--- config.mk ---
export PLATFORM = sky130hd
export DESIGN_NAME = lsu_subword_flat
export DESIGN_NICKNAME = d
export VERILOG_FILES = /design/src/rtl/lsu_subword_pkg.sv /design/src/rtl/lsu_subword_if.sv /design/src/rtl/lsu_subword_align.sv /design/src/rtl/lsu_subword.sv /design/src/flat_wrapper.sv
export SDC_FILE = /design/constraint.sdc
export NUM_CORES = 1
export LEC_CHECK = 0
export BUFFER_PORTS_ARGS = -buffer_cell sky130_fd_sc_hd__clkbuf_2
export CAP_MARGIN = 15
export CORE_MARGIN = 5
export CORE_UTILIZATION = 35
export CTS_BUF_LIST = sky130_fd_sc_hd__clkbuf_4
export CTS_CLUSTER_DIAMETER = 100
export DETAILED_ROUTE_END_ITERATION = 8
export GPL_TIMING_DRIVEN = 0
export MAX_ROUTING_LAYER = met4
export SKIP_LAST_GASP = 1
export SLEW_MARGIN = 40
export SYNTH_ARGS = -nofsm -noshare
export SYNTH_HDL_FRONTEND = slang
export SYNTH_SLANG_ARGS = --single-unit
--- constraint.sdc ---
create_clock -name clk -period 3.06 [get_ports clk]
set_input_delay 0 -clock clk [delete_from_list [all_inputs] [get_ports clk]]
set_output_delay 0 -clock clk [all_outputs]
set_load 0.005 [all_outputs]
--- src/rtl/lsu_subword_pkg.sv ---
// Shared definitions for the sub-word load/store unit: RV32I funct3
// width/sign codes and the control FSM state encoding.
package lsu_pkg;

   localparam logic [2:0] F3_B  = 3'b000;
   localparam logic [2:0] F3_H  = 3'b001;
   localparam logic [2:0] F3_W  = 3'b010;
   localparam logic [2:0] F3_BU = 3'b100;
   localparam logic [2:0] F3_HU = 3'b101;

   typedef enum logic [1:0] {
      IDLE   = 2'd0,
      ACCESS = 2'd1,
      WRITE  = 2'd2,
      RESP   = 2'd3
   } lsu_state_t;

endpackage

--- src/rtl/lsu_subword_if.sv ---
// Core request/response and data_mem signals of the load/store unit.
// 'slave' is the unit's view; 'master' is the view of the core plus memory.
interface lsu_subword_if;

   logic        req_valid;
   logic        req_ready;
   logic        req_we;
   logic [2:0]  req_funct3;
   logic [31:0] req_addr;
   logic [31:0] req_wdata;
   logic        rsp_valid;
   logic [31:0] rsp_rdata;
   logic        rsp_fault;
   logic [31:0] mem_addr;
   logic [31:0] mem_wdata;
   logic        mem_write;
   logic [31:0] mem_rdata;

   modport slave (
      input  req_valid, req_we, req_funct3, req_addr, req_wdata, mem_rdata,
      output req_ready, rsp_valid, rsp_rdata, rsp_fault,
             mem_addr, mem_wdata, mem_write
   );

   modport master (
      output req_valid, req_we, req_funct3, req_addr, req_wdata, mem_rdata,
      input  req_ready, rsp_valid, rsp_rdata, rsp_fault,
             mem_addr, mem_wdata, mem_write
   );

endinterface

--- src/rtl/lsu_subword_align.sv ---
// Combinational lane logic: extracts/extends load lanes, merges store
// lanes into the old memory word, and decodes illegal/misaligned requests.
module lsu_align
   import lsu_pkg::*;
(
   input  logic        we_i,
   input  logic [2:0]  funct3_i,
   input  logic [1:0]  offset_i,
   input  logic [31:0] word_i,
   input  logic [31:0] old_i,
   input  logic [31:0] new_i,
   output logic [31:0] load_o,
   output logic [31:0] store_o,
   output logic        fault_o
);

   logic [7:0]  byte_lane;
   logic [15:0] half_lane;
   logic        illegal;
   logic        misaligned;

   // Load path: select the addressed lane and sign/zero extend it.
   always_comb begin
      byte_lane = 8'd0;
      case (offset_i)
         2'd0:    byte_lane = word_i[7:0];
         2'd1:    byte_lane = word_i[15:8];
         2'd2:    byte_lane = word_i[23:16];
         2'd3:    byte_lane = word_i[31:24];
         default: byte_lane = 8'd0;
      endcase
      if (offset_i[1]) begin
         half_lane = word_i[31:16];
      end else begin
         half_lane = word_i[15:0];
      end
      case (funct3_i)
         F3_B:    load_o = {{24{byte_lane[7]}}, byte_lane};
         F3_BU:   load_o = {24'd0, byte_lane};
         F3_H:    load_o = {{16{half_lane[15]}}, half_lane};
         F3_HU:   load_o = {16'd0, half_lane};
         F3_W:    load_o = word_i;
         default: load_o = 32'd0;
      endcase
   end

   // Store path: replace only the addressed lane of the old word.
   always_comb begin
      store_o = old_i;
      case (funct3_i)
         F3_B: begin
            case (offset_i)
               2'd0:    store_o = {old_i[31:8], new_i[7:0]};
               2'd1:    store_o = {old_i[31:16], new_i[7:0], old_i[7:0]};
               2'd2:    store_o = {old_i[31:24], new_i[7:0], old_i[15:0]};
               2'd3:    store_o = {new_i[7:0], old_i[23:0]};
               default: store_o = old_i;
            endcase
         end
         F3_H: begin
            if (offset_i[1]) begin
               store_o = {new_i[15:0], old_i[15:0]};
            end else begin
               store_o = {old_i[31:16], new_i[15:0]};
            end
         end
         F3_W:    store_o = new_i;
         default: store_o = old_i;
      endcase
   end

   // Fault decode: width code not legal for the direction, or lane misaligned.
   always_comb begin
      if (we_i) begin
         illegal = !(funct3_i == F3_B || funct3_i == F3_H || funct3_i == F3_W);
      end else begin
         illegal = !(funct3_i == F3_B  || funct3_i == F3_H || funct3_i == F3_W ||
                     funct3_i == F3_BU || funct3_i == F3_HU);
      end
      case (funct3_i)
         F3_H, F3_HU: misaligned = offset_i[0];
         F3_W:        misaligned = (offset_i != 2'd0);
         default:     misaligned = 1'b0;
      endcase
      fault_o = illegal | misaligned;
   end

endmodule

--- src/rtl/lsu_subword.sv ---
// Load/store unit in front of a word-only data_mem. Sub-word stores are a
// read-modify-write; loads are lane-selected and extended per funct3.
module lsu_subword
   import lsu_pkg::*;
#(
   parameter int WIDTH = 32,
   parameter int DEPTH = 1024   // power of two; word index aliases modulo DEPTH
) (
   input  logic          clk,
   input  logic          reset,
   lsu_subword_if.slave  bus
);

   localparam logic [31:0] IDX_MASK = 32'(DEPTH - 1);

   lsu_state_t        state_q, state_d;
   logic              we_q, we_d;
   logic [2:0]        funct3_q, funct3_d;
   logic [1:0]        offset_q, offset_d;
   logic [WIDTH-1:0]  wdata_q, wdata_d;
   logic [31:0]       mem_addr_q, mem_addr_d;
   logic              mem_write_q, mem_write_d;
   logic [WIDTH-1:0]  mem_wdata_q, mem_wdata_d;
   logic              rsp_valid_q, rsp_valid_d;
   logic [WIDTH-1:0]  rsp_rdata_q, rsp_rdata_d;
   logic              rsp_fault_q, rsp_fault_d;
   logic              req_ready_q, req_ready_d;

   logic              al_we;
   logic [2:0]        al_funct3;
   logic [1:0]        al_offset;
   logic [31:0]       al_load;
   logic [31:0]       al_store;
   logic              al_fault;
   logic              mem_write_s;

   // In IDLE the aligner decodes the incoming request for faults; in later
   // states it works on the latched request against the memory read data.
   always_comb begin
      if (state_q == IDLE) begin
         al_we     = bus.req_we;
         al_funct3 = bus.req_funct3;
         al_offset = bus.req_addr[1:0];
      end else begin
         al_we     = we_q;
         al_funct3 = funct3_q;
         al_offset = offset_q;
      end
   end

   lsu_align u_align (
      .we_i     (al_we),
      .funct3_i (al_funct3),
      .offset_i (al_offset),
      .word_i   (bus.mem_rdata),
      .old_i    (bus.mem_rdata),
      .new_i    (wdata_q),
      .load_o   (al_load),
      .store_o  (al_store),
      .fault_o  (al_fault)
   );

   // Next-state and next-output logic; all outputs are registered one step
   // ahead so they are valid in the state they belong to.
   always_comb begin
      state_d     = state_q;
      we_d        = we_q;
      funct3_d    = funct3_q;
      offset_d    = offset_q;
      wdata_d     = wdata_q;
      mem_addr_d  = mem_addr_q;
      mem_write_d = 1'b0;
      mem_wdata_d = '0;
      rsp_valid_d = 1'b0;
      rsp_rdata_d = '0;
      rsp_fault_d = 1'b0;
      case (state_q)
         IDLE: begin
            if (bus.req_valid) begin
               we_d     = bus.req_we;
               funct3_d = bus.req_funct3;
               offset_d = bus.req_addr[1:0];
               wdata_d  = bus.req_wdata;
               if (al_fault) begin
                  state_d     = RESP;
                  rsp_valid_d = 1'b1;
                  rsp_fault_d = 1'b1;
               end else begin
                  state_d    = ACCESS;
                  mem_addr_d = {2'b00, bus.req_addr[31:2]} & IDX_MASK;
                  // A full-word store needs no read, so it writes in ACCESS.
                  if (bus.req_we && bus.req_funct3 == F3_W) begin
                     mem_write_d = 1'b1;
                     mem_wdata_d = bus.req_wdata;
                  end else begin
                     mem_write_d = 1'b0;
                  end
               end
            end else begin
               state_d = IDLE;
            end
         end
         ACCESS: begin
            if (!we_q) begin
               state_d     = RESP;
               rsp_valid_d = 1'b1;
               rsp_rdata_d = al_load;
            end else if (funct3_q == F3_W) begin
               state_d     = RESP;
               rsp_valid_d = 1'b1;
            end else begin
               // Merge is computed from this cycle's read data and held for WRITE.
               state_d     = WRITE;
               mem_write_d = 1'b1;
               mem_wdata_d = al_store;
            end
         end
         WRITE: begin
            state_d     = RESP;
            rsp_valid_d = 1'b1;
         end
         RESP: begin
            state_d = IDLE;
         end
         default: begin
            state_d = IDLE;
         end
      endcase
      req_ready_d = (state_d == IDLE);
   end

   // State and output registers with synchronous reset.
   always_ff @(posedge clk) begin
      if (reset) begin
         state_q     <= IDLE;
         we_q        <= 1'b0;
         funct3_q    <= 3'b000;
         offset_q    <= 2'b00;
         wdata_q     <= '0;
         mem_addr_q  <= 32'd0;
         mem_write_q <= 1'b0;
         mem_wdata_q <= '0;
         rsp_valid_q <= 1'b0;
         rsp_rdata_q <= '0;
         rsp_fault_q <= 1'b0;
         req_ready_q <= 1'b1;
      end else begin
         state_q     <= state_d;
         we_q        <= we_d;
         funct3_q    <= funct3_d;
         offset_q    <= offset_d;
         wdata_q     <= wdata_d;
         mem_addr_q  <= mem_addr_d;
         mem_write_q <= mem_write_d;
         mem_wdata_q <= mem_wdata_d;
         rsp_valid_q <= rsp_valid_d;
         rsp_rdata_q <= rsp_rdata_d;
         rsp_fault_q <= rsp_fault_d;
         req_ready_q <= req_ready_d;
      end
   end

   // Reset must suppress a write already scheduled for the current cycle,
   // so the write strobe is gated combinationally rather than waiting an edge.
   assign mem_write_s   = mem_write_q & ~reset;
   assign bus.mem_write = mem_write_s;
   assign bus.mem_wdata = mem_write_s ? mem_wdata_q : 32'd0;
   assign bus.mem_addr  = mem_addr_q;
   assign bus.req_ready = req_ready_q;
   assign bus.rsp_valid = rsp_valid_q;
   assign bus.rsp_rdata = rsp_rdata_q;
   assign bus.rsp_fault = rsp_fault_q;

endmodule
--- src/flat_wrapper.sv ---
// flat-port wrapper written by rule: the top's interface ports become plain ports
module lsu_subword_flat import lsu_pkg::*;
#(
   parameter int WIDTH = 32,
   parameter int DEPTH = 1024                                                   
)
  (clk, reset, bus_req_valid, bus_req_we, bus_req_funct3, bus_req_addr, bus_req_wdata, bus_mem_rdata, bus_req_ready, bus_rsp_valid, bus_rsp_rdata, bus_rsp_fault, bus_mem_addr, bus_mem_wdata, bus_mem_write);
  lsu_subword_if bus_i ();
  input  logic clk;
  input  logic reset;
  input wire logic [$bits(bus_i.req_valid)-1:0] bus_req_valid;
  input wire logic [$bits(bus_i.req_we)-1:0] bus_req_we;
  input wire logic [$bits(bus_i.req_funct3)-1:0] bus_req_funct3;
  input wire logic [$bits(bus_i.req_addr)-1:0] bus_req_addr;
  input wire logic [$bits(bus_i.req_wdata)-1:0] bus_req_wdata;
  input wire logic [$bits(bus_i.mem_rdata)-1:0] bus_mem_rdata;
  output wire logic [$bits(bus_i.req_ready)-1:0] bus_req_ready;
  output wire logic [$bits(bus_i.rsp_valid)-1:0] bus_rsp_valid;
  output wire logic [$bits(bus_i.rsp_rdata)-1:0] bus_rsp_rdata;
  output wire logic [$bits(bus_i.rsp_fault)-1:0] bus_rsp_fault;
  output wire logic [$bits(bus_i.mem_addr)-1:0] bus_mem_addr;
  output wire logic [$bits(bus_i.mem_wdata)-1:0] bus_mem_wdata;
  output wire logic [$bits(bus_i.mem_write)-1:0] bus_mem_write;
  assign bus_i.req_valid = bus_req_valid;
  assign bus_i.req_we = bus_req_we;
  assign bus_i.req_funct3 = bus_req_funct3;
  assign bus_i.req_addr = bus_req_addr;
  assign bus_i.req_wdata = bus_req_wdata;
  assign bus_i.mem_rdata = bus_mem_rdata;
  assign bus_req_ready = bus_i.req_ready;
  assign bus_rsp_valid = bus_i.rsp_valid;
  assign bus_rsp_rdata = bus_i.rsp_rdata;
  assign bus_rsp_fault = bus_i.rsp_fault;
  assign bus_mem_addr = bus_i.mem_addr;
  assign bus_mem_wdata = bus_i.mem_wdata;
  assign bus_mem_write = bus_i.mem_write;
  lsu_subword #(.WIDTH(WIDTH), .DEPTH(DEPTH)) u_core (.clk(clk), .reset(reset), .bus(bus_i));
endmodule
==> results of run 1 <==
[flip-flops by register name (all words and copies together) (netlist names)]
signal                flops
u_core.offset_q           2
u_core.bus.rsp_fault      1
u_core.mem_wdata_q       32
u_core.mem_write_q        1
u_core.bus.mem_addr      10
u_core.bus.req_ready      1
u_core.we_q               1
u_core.bus.rsp_rdata     32
u_core.state_q            2
u_core.bus.rsp_valid      1
u_core.wdata_q           32
u_core.funct3_q           3
[per-stage QoR]
stage                     power (µW)  instance area (µm²)  instances  hold WS (ps)
after detailed placement        5379                 7396       1115         236.7
final                           6531                 8462       1229         198.2
after floorplan                 4461                 6324        732         108.6
after CTS                       6473                 8457       1228         160.0
after global routing            6940                 8462       1229         171.5
after global placement          5371                 7396       1115         232.8
[where the power goes]
part | switching [µW] | internal, µW
combinational | 2120 | 1490
sequential | 152 | 1770
clock | 609 | 398
[critical path, cell delays in order, from the launching register on]
cell and delay, ps:
dfxtp_1 340, inv_1 80, ha_1 310, buf_6 200
mux2i_2 570, a21oi_1 240, a211oi_4 590, buf_6 230
nand2_1 60, o21ai_1 90
[cells by family after synthesis]
kind of cell / synth area share
compound gates: 0.2597
simple gates: 0.1841
flops: 0.3783
buf+inv: 0.08195
mux: 0.08736
fa+ha+maj: 0.008015
other cells: 0.0006005
[final cells by class]
| class | instances | share of cell area |
|---|---|---|
| multi-input combinational | 524 | 0.4080 |
| sequential | 118 | 0.2792 |
| timing repair buffer | 241 | 0.1916 |
| buffer | 79 | 0.05560 |
| tap | 225 | 0.03327 |
| clock buffer | 19 | 0.01686 |
| clock inverter | 11 | 0.01035 |
| inverter | 11 | 0.004879 |
| antenna | 1 | 0.0002957 |
[how the worst max path moves through the flow]
stage | startpoint | to | slack (ps) | depth (start not counted)
2_1_floorplan | u_core.state_q[0]$_SDFF_PP0_ | u_core.mem_wdata_q[10]$_SDFF_PP0_ | 770 | 9
3_3_place_gp | u_core.state_q[0]$_SDFF_PP0_ | u_core.mem_wdata_q[29]$_SDFF_PP0_ | 280 | 9
6_report | u_core.state_q[1]$_SDFF_PP0_ | u_core.mem_wdata_q[29]$_SDFF_PP0_ | 260 | 9
4_1_cts | u_core.state_q[1]$_SDFF_PP0_ | u_core.mem_wdata_q[29]$_SDFF_PP0_ | 260 | 9
3_5_place_dp | u_core.state_q[1]$_SDFF_PP0_ | u_core.mem_wdata_q[29]$_SDFF_PP0_ | 300 | 9
5_1_grt | u_core.state_q[1]$_SDFF_PP0_ | u_core.mem_wdata_q[29]$_SDFF_PP0_ | 70 | 9
[repair_timing]
item                                   in CTS  in global routing
buffers inserted                            0                  0
hold buffers                               83                  0
endpoints found under the hold margin     114                  0
resized for setup                           0                  0
[placed cells by master (no fill, tap or decap), types with 11 or more instances in the layout]
cell type and count:
a21oi_1 67, a221oi_1 17, and2_1 40, buf_2 13, buf_4 24, clkbuf_1 31
clkbuf_2 158, clkbuf_4 19, conb_1 22, dfxtp_1 118, dlygate4sd3_1 83, inv_1 11
mux2_2 18, mux2i_1 12, nand2_1 114, nor2_1 27, o21ai_0 29, o22ai_1 14
[routing by layer]
layer	vias up	wire length, µm	track usage	part of all wire
li1	3109	-	-	-
met1	3000	10040	0.2978	0.43
met2	320	10840	0.3584	0.46
met3	55	1804	0.04393	0.077
met4	0	843	0.09812	0.036
met5	-	0	-	0
==> flow_summary.toml, run 1 <==
[worst_setup_path]
path_max_fanout = 10
end_kind = "register"
cp_data_arrival_time_ps = 3290
worstSetupPathType = "reg -> reg"
start_kind = "register"
rrSetupSlack_ps = 260
rr_worst_depth = 9
r2r_end = "u_core.mem_wdata_q[29]$_SDFF_PP0_"
r2r-start = "u_core.state_q[1]$_SDFF_PP0_"
required_ps = 3550

[sta]
finalHoldViolations = 0
tightestPinTransition_ps = 731.6
grt_setup_unrepaired = "false"
setup_viol = 0
fin_ws_ps = 261.5
skew_ps = 26.94
relSlewSlack = 0.5090
final.setup.tns_ps = 0
fin_crit_sh = 0.9145
fmax_ghz = 0.3573
slew_viol_final = 0
period_needed_ps = 2799

[die]
initial_core_util = 0.3585
die_area_mm2 = 0.02061
die-height_um = 143.6
core-area_mm2 = 0.01742
fp.dieW_um = 143.6
ios = 203
num_rows = 48

[global_routing]
antenna_found_initial = 1
grt-ovfl-total = 0
grt_pass1_wl_mm = 35.12
grt_use_total = 0.2319
grt_pass1_vias = 6180
grt_start_max_net_pins = 17

[drt]
routedWlPerCell_um = 19.14
num_vias = 6484
first_pass_iters = 5
postRouteAntennaNets = 0
vias_per_cell = 5.276
drc = 0
drtIter0Drc = 680
finalWirelength_mm = 23.53

[hold_path]
hold_end = "u_core.bus.mem_addr[2]$_SDFFE_PP0P_"
min-delay-start = "bus_req_addr[4]"
hp-class = "in -> reg"
hold_path_depth = 4

[synthesis]
synthTopCellsByCount = "dfxtp_1, nand2_1, a21oi_1"
synth_top_area_cell = "dfxtp_1"
ys_types = 71
async_reset_ff_frac = 0
syn_inst = 711
ys_seq_area_frac = 0.3783
synth_area_per_cell_um2 = 8.783
synth_edf_count = 0
syn_area_mm2 = 0.006245
synthTopCellsByArea = "dfxtp_1, nand2_1, a21oi_1, and2_1, mux2_2"
yosys_warnings = 0
ys_ff_latch = 118
synth_most_common_cell = "dfxtp_1"
synth_top_area_share = 0.3783
ys.flop_type = "dfxtp_1"

[placed_design]
port_buffers = 158
dp.final_hpwl_mm = 17.23
gp_congestion = 1.001
pre_cts_slack_ps = 295.8

[cts]
cts_tree = "yes"
clock-sinks = 118
clk_pin_slew_ps = 120
cts_made_buffers = 17
clock-root-buffer = "clkbuf_4"
clk_latency_ps = 580
h-tree-depth = 4
clockBufferDepth = 2

[final_layout]
syn_to_final_growth_pct = 35.50
multi_input_area_mm2 = 0.003452
drive_above_1_share = 0.2822
final_core_util = 0.4858
seqCellArea_mm2 = 0.002362
fill_cells = 1717
fin_nets = 1099

[power_and_ir_drop]
p_leak_uw = 0.003524
vdd_drop_max_v = 0.0003335
powerDensity_mw_per_mm2 = 771.9

[run]
drv_cap = 0

[run_status]
outcome = "completed"
Power figures use the tool's default switching activity.
==> run 2, diff against run 1 <==
CORE_MARGIN = 2   (was 5)
CTS_BUF_LIST = sky130_fd_sc_hd__clkbuf_4 sky130_fd_sc_hd__clkbuf_8 sky130_fd_sc_hd__clkbuf_16   (was sky130_fd_sc_hd__clkbuf_4)
==> flow_summary.toml, run 2 (synthesis gave the netlist of run 1 again) <==
[global_routing]
grt-ovfl-total = 0
grt_pass1_wl_mm = 33.69
grt_pass1_vias = 6151
antenna_found_initial = 1
grt_start_max_net_pins = 17
grt_use_total = 0.2474

[die]
die_area_mm2 = 0.01893
num_rows = 48
die-height_um = 137.6
core-area_mm2 = 0.01736
initial_core_util = 0.3598
fp.dieW_um = 137.6
ios = 203

[hold_path]
hp-class = "in -> reg"
min-delay-start = "bus_mem_rdata[8]"

[cts]
clock-root-buffer = "clkbuf_16"
clk_latency_ps = 420
clockBufferDepth = 2
cts_made_buffers = 17
h-tree-depth = 4
clk_pin_slew_ps = 60
cts_tree = "yes"
clock-sinks = 118
postCtsSetupBuffers = 0

[drt]
vias_per_cell = 5.373
drtIter0Drc = 576
routedWlPerCell_um = 18.70
first_pass_iters = 6
postRouteAntennaNets = 0
drc = 0
finalWirelength_mm = 22.79
num_vias = 6550

[worst_setup_path]
path_max_fanout = 10
start_kind = "register"
r2r-start = "u_core.state_q[0]$_SDFF_PP0_"
required_ps = 3390
worstSetupPathType = "reg -> reg"
end_kind = "register"
crit_start = "u_core.state_q[0]$_SDFF_PP0_"
cp_data_arrival_time_ps = 3170

[power_and_ir_drop]
combPwrFrac = 0.483
internal_power_uw = 4432
switching_share = 0.4008
seq_power_share = 0.261
vdd_drop_max_v = 0.0004573
p_leak_uw = 0.003634
powerDensity_mw_per_mm2 = 852.4
power_frac_clock = 0.256
p_sw_uw = 2964

[sta]
grt_setup_unrepaired = "false"
skew_ps = 12.85
fmax_ghz = 0.3519
final.setup.tns_ps = 0
setup_viol = 0
tightestPinTransition_ps = 726.5
finalHoldViolations = 0
period_needed_ps = 2842
relSlewSlack = 0.5124
fin_crit_sh = 0.9288
slew_viol_final = 0

[placed_design]
dp.cells = 1115
port_buffers = 158
gp_congestion = 1.010
dp.final_hpwl_mm = 16.81

[run_status]
outcome = "completed"

[final_layout]
syn_to_final_growth_pct = 38.95
final_core_util = 0.4999
drive_above_1_share = 0.2900
fin_cells = 1219
final_common_cell = "clkbuf_2"
fin_nets = 1087
fill_cells = 1664
mostFrequentLayoutCells = "clkbuf_2, dfxtp_1, nand2_1"

[run]
drv_cap = 0
==> run 2: cell count changes in the layout (fill, tap and decap cells not counted) <==
cell           delta
clkinvlp_4        -1
clkinv_2          +1
clkbuf_16        +17
clkbuf_8          +2
nor3_2            +1
clkbuf_4         -15
dlygate4sd3_1    -12
nor3_1            -1
clkinv_1          -2
==> run 2: what timing repair did <==
action,CTS,global route
endpoints found under the hold margin,104,0
endpoints found under the setup margin,0,2
resized for setup,0,1
hold buffers,71,0
==> run 2: worst paths after layout <==
kind / depth (start not counted) / slack (ps) / end
max: 9 / 220 / u_core.mem_wdata_q[20]$_SDFF_PP0_
min: 3 / 10 / u_core.bus.rsp_rdata[8]$_SDFF_PP0_
max reg2reg: 9 / 220 / u_core.mem_wdata_q[20]$_SDFF_PP0_
min reg2reg: 2 / 450 / u_core.wdata_q[31]$_SDFFE_PP0P_
==> run 2: power by group through the flow <==
stage,Sequential [µW],Combinational (µW),Clock (µW)
final,1930,3570,1890
after global routing,1950,3890,2000
after CTS,1920,3520,1930
after detailed placement,1950,3440,0
after global placement,1950,3430,0
after floorplan,1920,2540,0
==> run 2: final cells by class <==
class                           instances  area [µm²]  share of cell area
Clock buffer                           23       483.0             0.05566
Buffer                                 79       470.5             0.05422
Multi-Input combinational cell        524        3457              0.3984
Antenna cell                            1       2.502           0.0002884
Clock inverter                          9       77.57            0.008940
Tap cell                              225       281.5             0.03244
Timing Repair Buffer                  229        1501              0.1730
Inverter                               11       41.29            0.004758
Sequential cell                       118        2362              0.2722
==> run 2: worst max-delay path: stages, from the launching register on <==
cell      delay [ps]
dfxtp_1          330
inv_1             80
ha_1             310
buf_6            200
mux2i_2          590
a21oi_1          250
a211oi_4         600
buf_6            230
nand2_1           60
o21ai_0           90
==> run 2: per-layer routing <==
| metal | wire [µm] | GRT usage | vias to the layer above |
|---|---|---|---|
| met5 | 0 | - | - |
| met4 | 1255 | 0.1552 | 0 |
| met3 | 1795 | 0.06144 | 73 |
| met2 | 10240 | 0.3745 | 367 |
| met1 | 9495 | 0.2944 | 3019 |
| li1 | - | - | 3091 |
==> run 2: through the flow <==
step | cell area (µm²) | hold WS (ps) | worst slack [ps] | power [µW]
finish | 8677 | 13.40 | 218.0 | 7396
global route | 8677 | 35.17 | 41.80 | 7842
CTS | 8667 | 11.64 | 248.1 | 7373
detailed placement | 7396 | 245.3 | 269.8 | 5394
global placement | 7396 | 231.3 | 286.0 | 5378
floorplan | 6324 | 108.6 | 773.8 | 4461
==> run 3, diff against run 2 <==
CORE_UTILIZATION = 51   (was 35)
PLACE_DENSITY = 0.8   (was unset)
==> flow_summary.toml, run 3 (synthesis gave the netlist of run 1 again) <==
[global_routing]
grt_use_total = 0.3576
grt_start_max_net_pins = 17
antenna_found_initial = 0
grt-ovfl-total = 0
grt_pass1_wl_mm = 34.34
grt_pass1_vias = 6287

[sta]
setup_viol = 0
grt_setup_unrepaired = "false"
final.setup.tns_ps = 0
tightestPinTransition_ps = 735.8
period_needed_ps = 2823
whs_ps = 19.85
fmax_ghz = 0.3542
fin_crit_sh = 0.9225
finalHoldViolations = 0
relSlewSlack = 0.5084
skew_ps = 10.31
slew_viol_final = 0

[worst_setup_path]
cp_cell_sequence = "inv_1, ha_1, nor3b_1, nor2_1, nand2_1, clkbuf_1, o21ai_0, o22ai_1"
end_kind = "register"
cp_data_arrival_time_ps = 3140
start_kind = "register"
max_stage_delay_ps = 650
path_max_fanout = 10
critical_path_buf_inv_count = 2
crit_family = "simple AND/OR/NAND/NOR gates"
cpMaxStageDelayCell = "nor3b_1"
required_ps = 3380
worstSetupPathType = "reg -> reg"

[die]
core-area_mm2 = 0.01196
initial_core_util = 0.5221
die-height_um = 114.7
fp.dieW_um = 114.7
num_rows = 40
ios = 203
die_area_mm2 = 0.01315

[final_layout]
drive_above_1_share = 0.2880
syn_to_final_growth_pct = 38.67
fin_nets = 1088
mostFrequentLayoutCells = "clkbuf_2, dfxtp_1, nand2_1"
final_common_cell = "clkbuf_2"
fin_cells = 1140
antenna_cells = 0

[run]
drv_cap = 0

[cts]
cts_made_buffers = 17
clock-sinks = 118
clk_latency_ps = 430
cts_tree = "yes"
clockBufferDepth = 2
h-tree-depth = 4
postCtsSetupBuffers = 0
clock-root-buffer = "clkbuf_16"
clk_pin_slew_ps = 50

[placed_design]
dp.final_hpwl_mm = 15.22
port_buffers = 158
gp_congestion = 0.9761
dp.cells = 1037

[drt]
drtIter0Drc = 767
finalWirelength_mm = 22.75
vias_per_cell = 5.903
num_vias = 6729
postRouteAntennaNets = 0
routedWlPerCell_um = 19.96
first_pass_iters = 8
drc = 0

[power_and_ir_drop]
vdd_drop_max_v = 0.0005963
powerDensity_mw_per_mm2 = 888.6
power.total_uw = 7695
p_leak_uw = 0.003675

[run_status]
outcome = "completed"

[hold_path]
hp-class = "in -> reg"
run 3: changes by cell type in the layout (fill, tap and decap cells not counted):
cell / before / now
bufinv_16: 1 / 4
clkbuf_4: 4 / 3
clkbuf_8: 2 / 3
clkinv_2: 5 / 2
clkinv_4: 0 / 1
clkinvlp_4: 3 / 1
diode_2: 1 / 0
dlygate4sd3_1: 71 / 72
nor2b_1: 2 / 3
nor2b_2: 1 / 0
run 3: path summary, 6_finish.rpt:
kind,cells past startpoint,endpoint,from,slack (ps)
hold reg to reg,2,u_core.wdata_q[28]$_SDFFE_PP0P_,u_core.wdata_q[28]$_SDFFE_PP0P_,450
setup / recovery,8,u_core.mem_wdata_q[10]$_SDFF_PP0_,u_core.state_q[0]$_SDFF_PP0_,240
hold / removal,3,u_core.bus.rsp_rdata[8]$_SDFF_PP0_,bus_mem_rdata[8],20
setup reg to reg,8,u_core.mem_wdata_q[10]$_SDFF_PP0_,u_core.state_q[0]$_SDFF_PP0_,240
run 3: layout make-up:
cell class,instances,area [µm²]
Buffer,79,470.5
Clock buffer,23,489.2
Clock inverter,8,146.4
Fill cell,903,3302
Inverter,11,41.29
Multi-Input combinational cell,524,3455
Sequential cell,118,2362
Tap cell,147,183.9
Timing Repair Buffer,230,1511
run 3: power by group:
part	leakage [µW]	switching (µW)	internal (µW)	total (µW)
Sequential	0.000959	155	1780	1930
Combinational	0.00240	2130	1480	3610
Clock	0.000313	709	1450	2160
Total	0.00368	3000	4700	7700
run 3: metrics by stage:
step / area [µm²] / util / setup WS (ps)
2_1_floorplan: 6324 / - / 773.8
3_3_place_gp: 7298 / 0.6101 / 316.5
3_5_place_dp: 7298 / 0.6101 / 282.6
4_1_cts: 8655 / 0.7235 / 261.9
5_1_grt: 8660 / 0.7240 / 37.73
6_report: 8660 / 0.7240 / 237.1
run 3: timing repair:
action / in CTS / in global routing
endpoints found under the setup margin: 0 / 6
hold endpoints to repair: 105 / 0
hold buffers: 72 / 0
resized for setup: 0 / 1
run 3: worst reg2reg max path, cell delays in order, from the launching register on:
cell	delay, ps
dfxtp_1	330
inv_1	80
ha_1	320
nor3b_1	650
nor2_1	280
nand2_1	320
clkbuf_1	380
o21ai_0	130
o22ai_1	230
run 3: layer usage:
| layer | vias to the layer above | GRT usage | wire length (µm) |
|---|---|---|---|
| li1 | 3095 | - | - |
| met1 | 3074 | 0.4148 | 8680 |
| met2 | 465 | 0.5728 | 10670 |
| met3 | 95 | 0.09635 | 2277 |
| met4 | 0 | 0.1748 | 1126 |
| met5 | - | - | 0 |
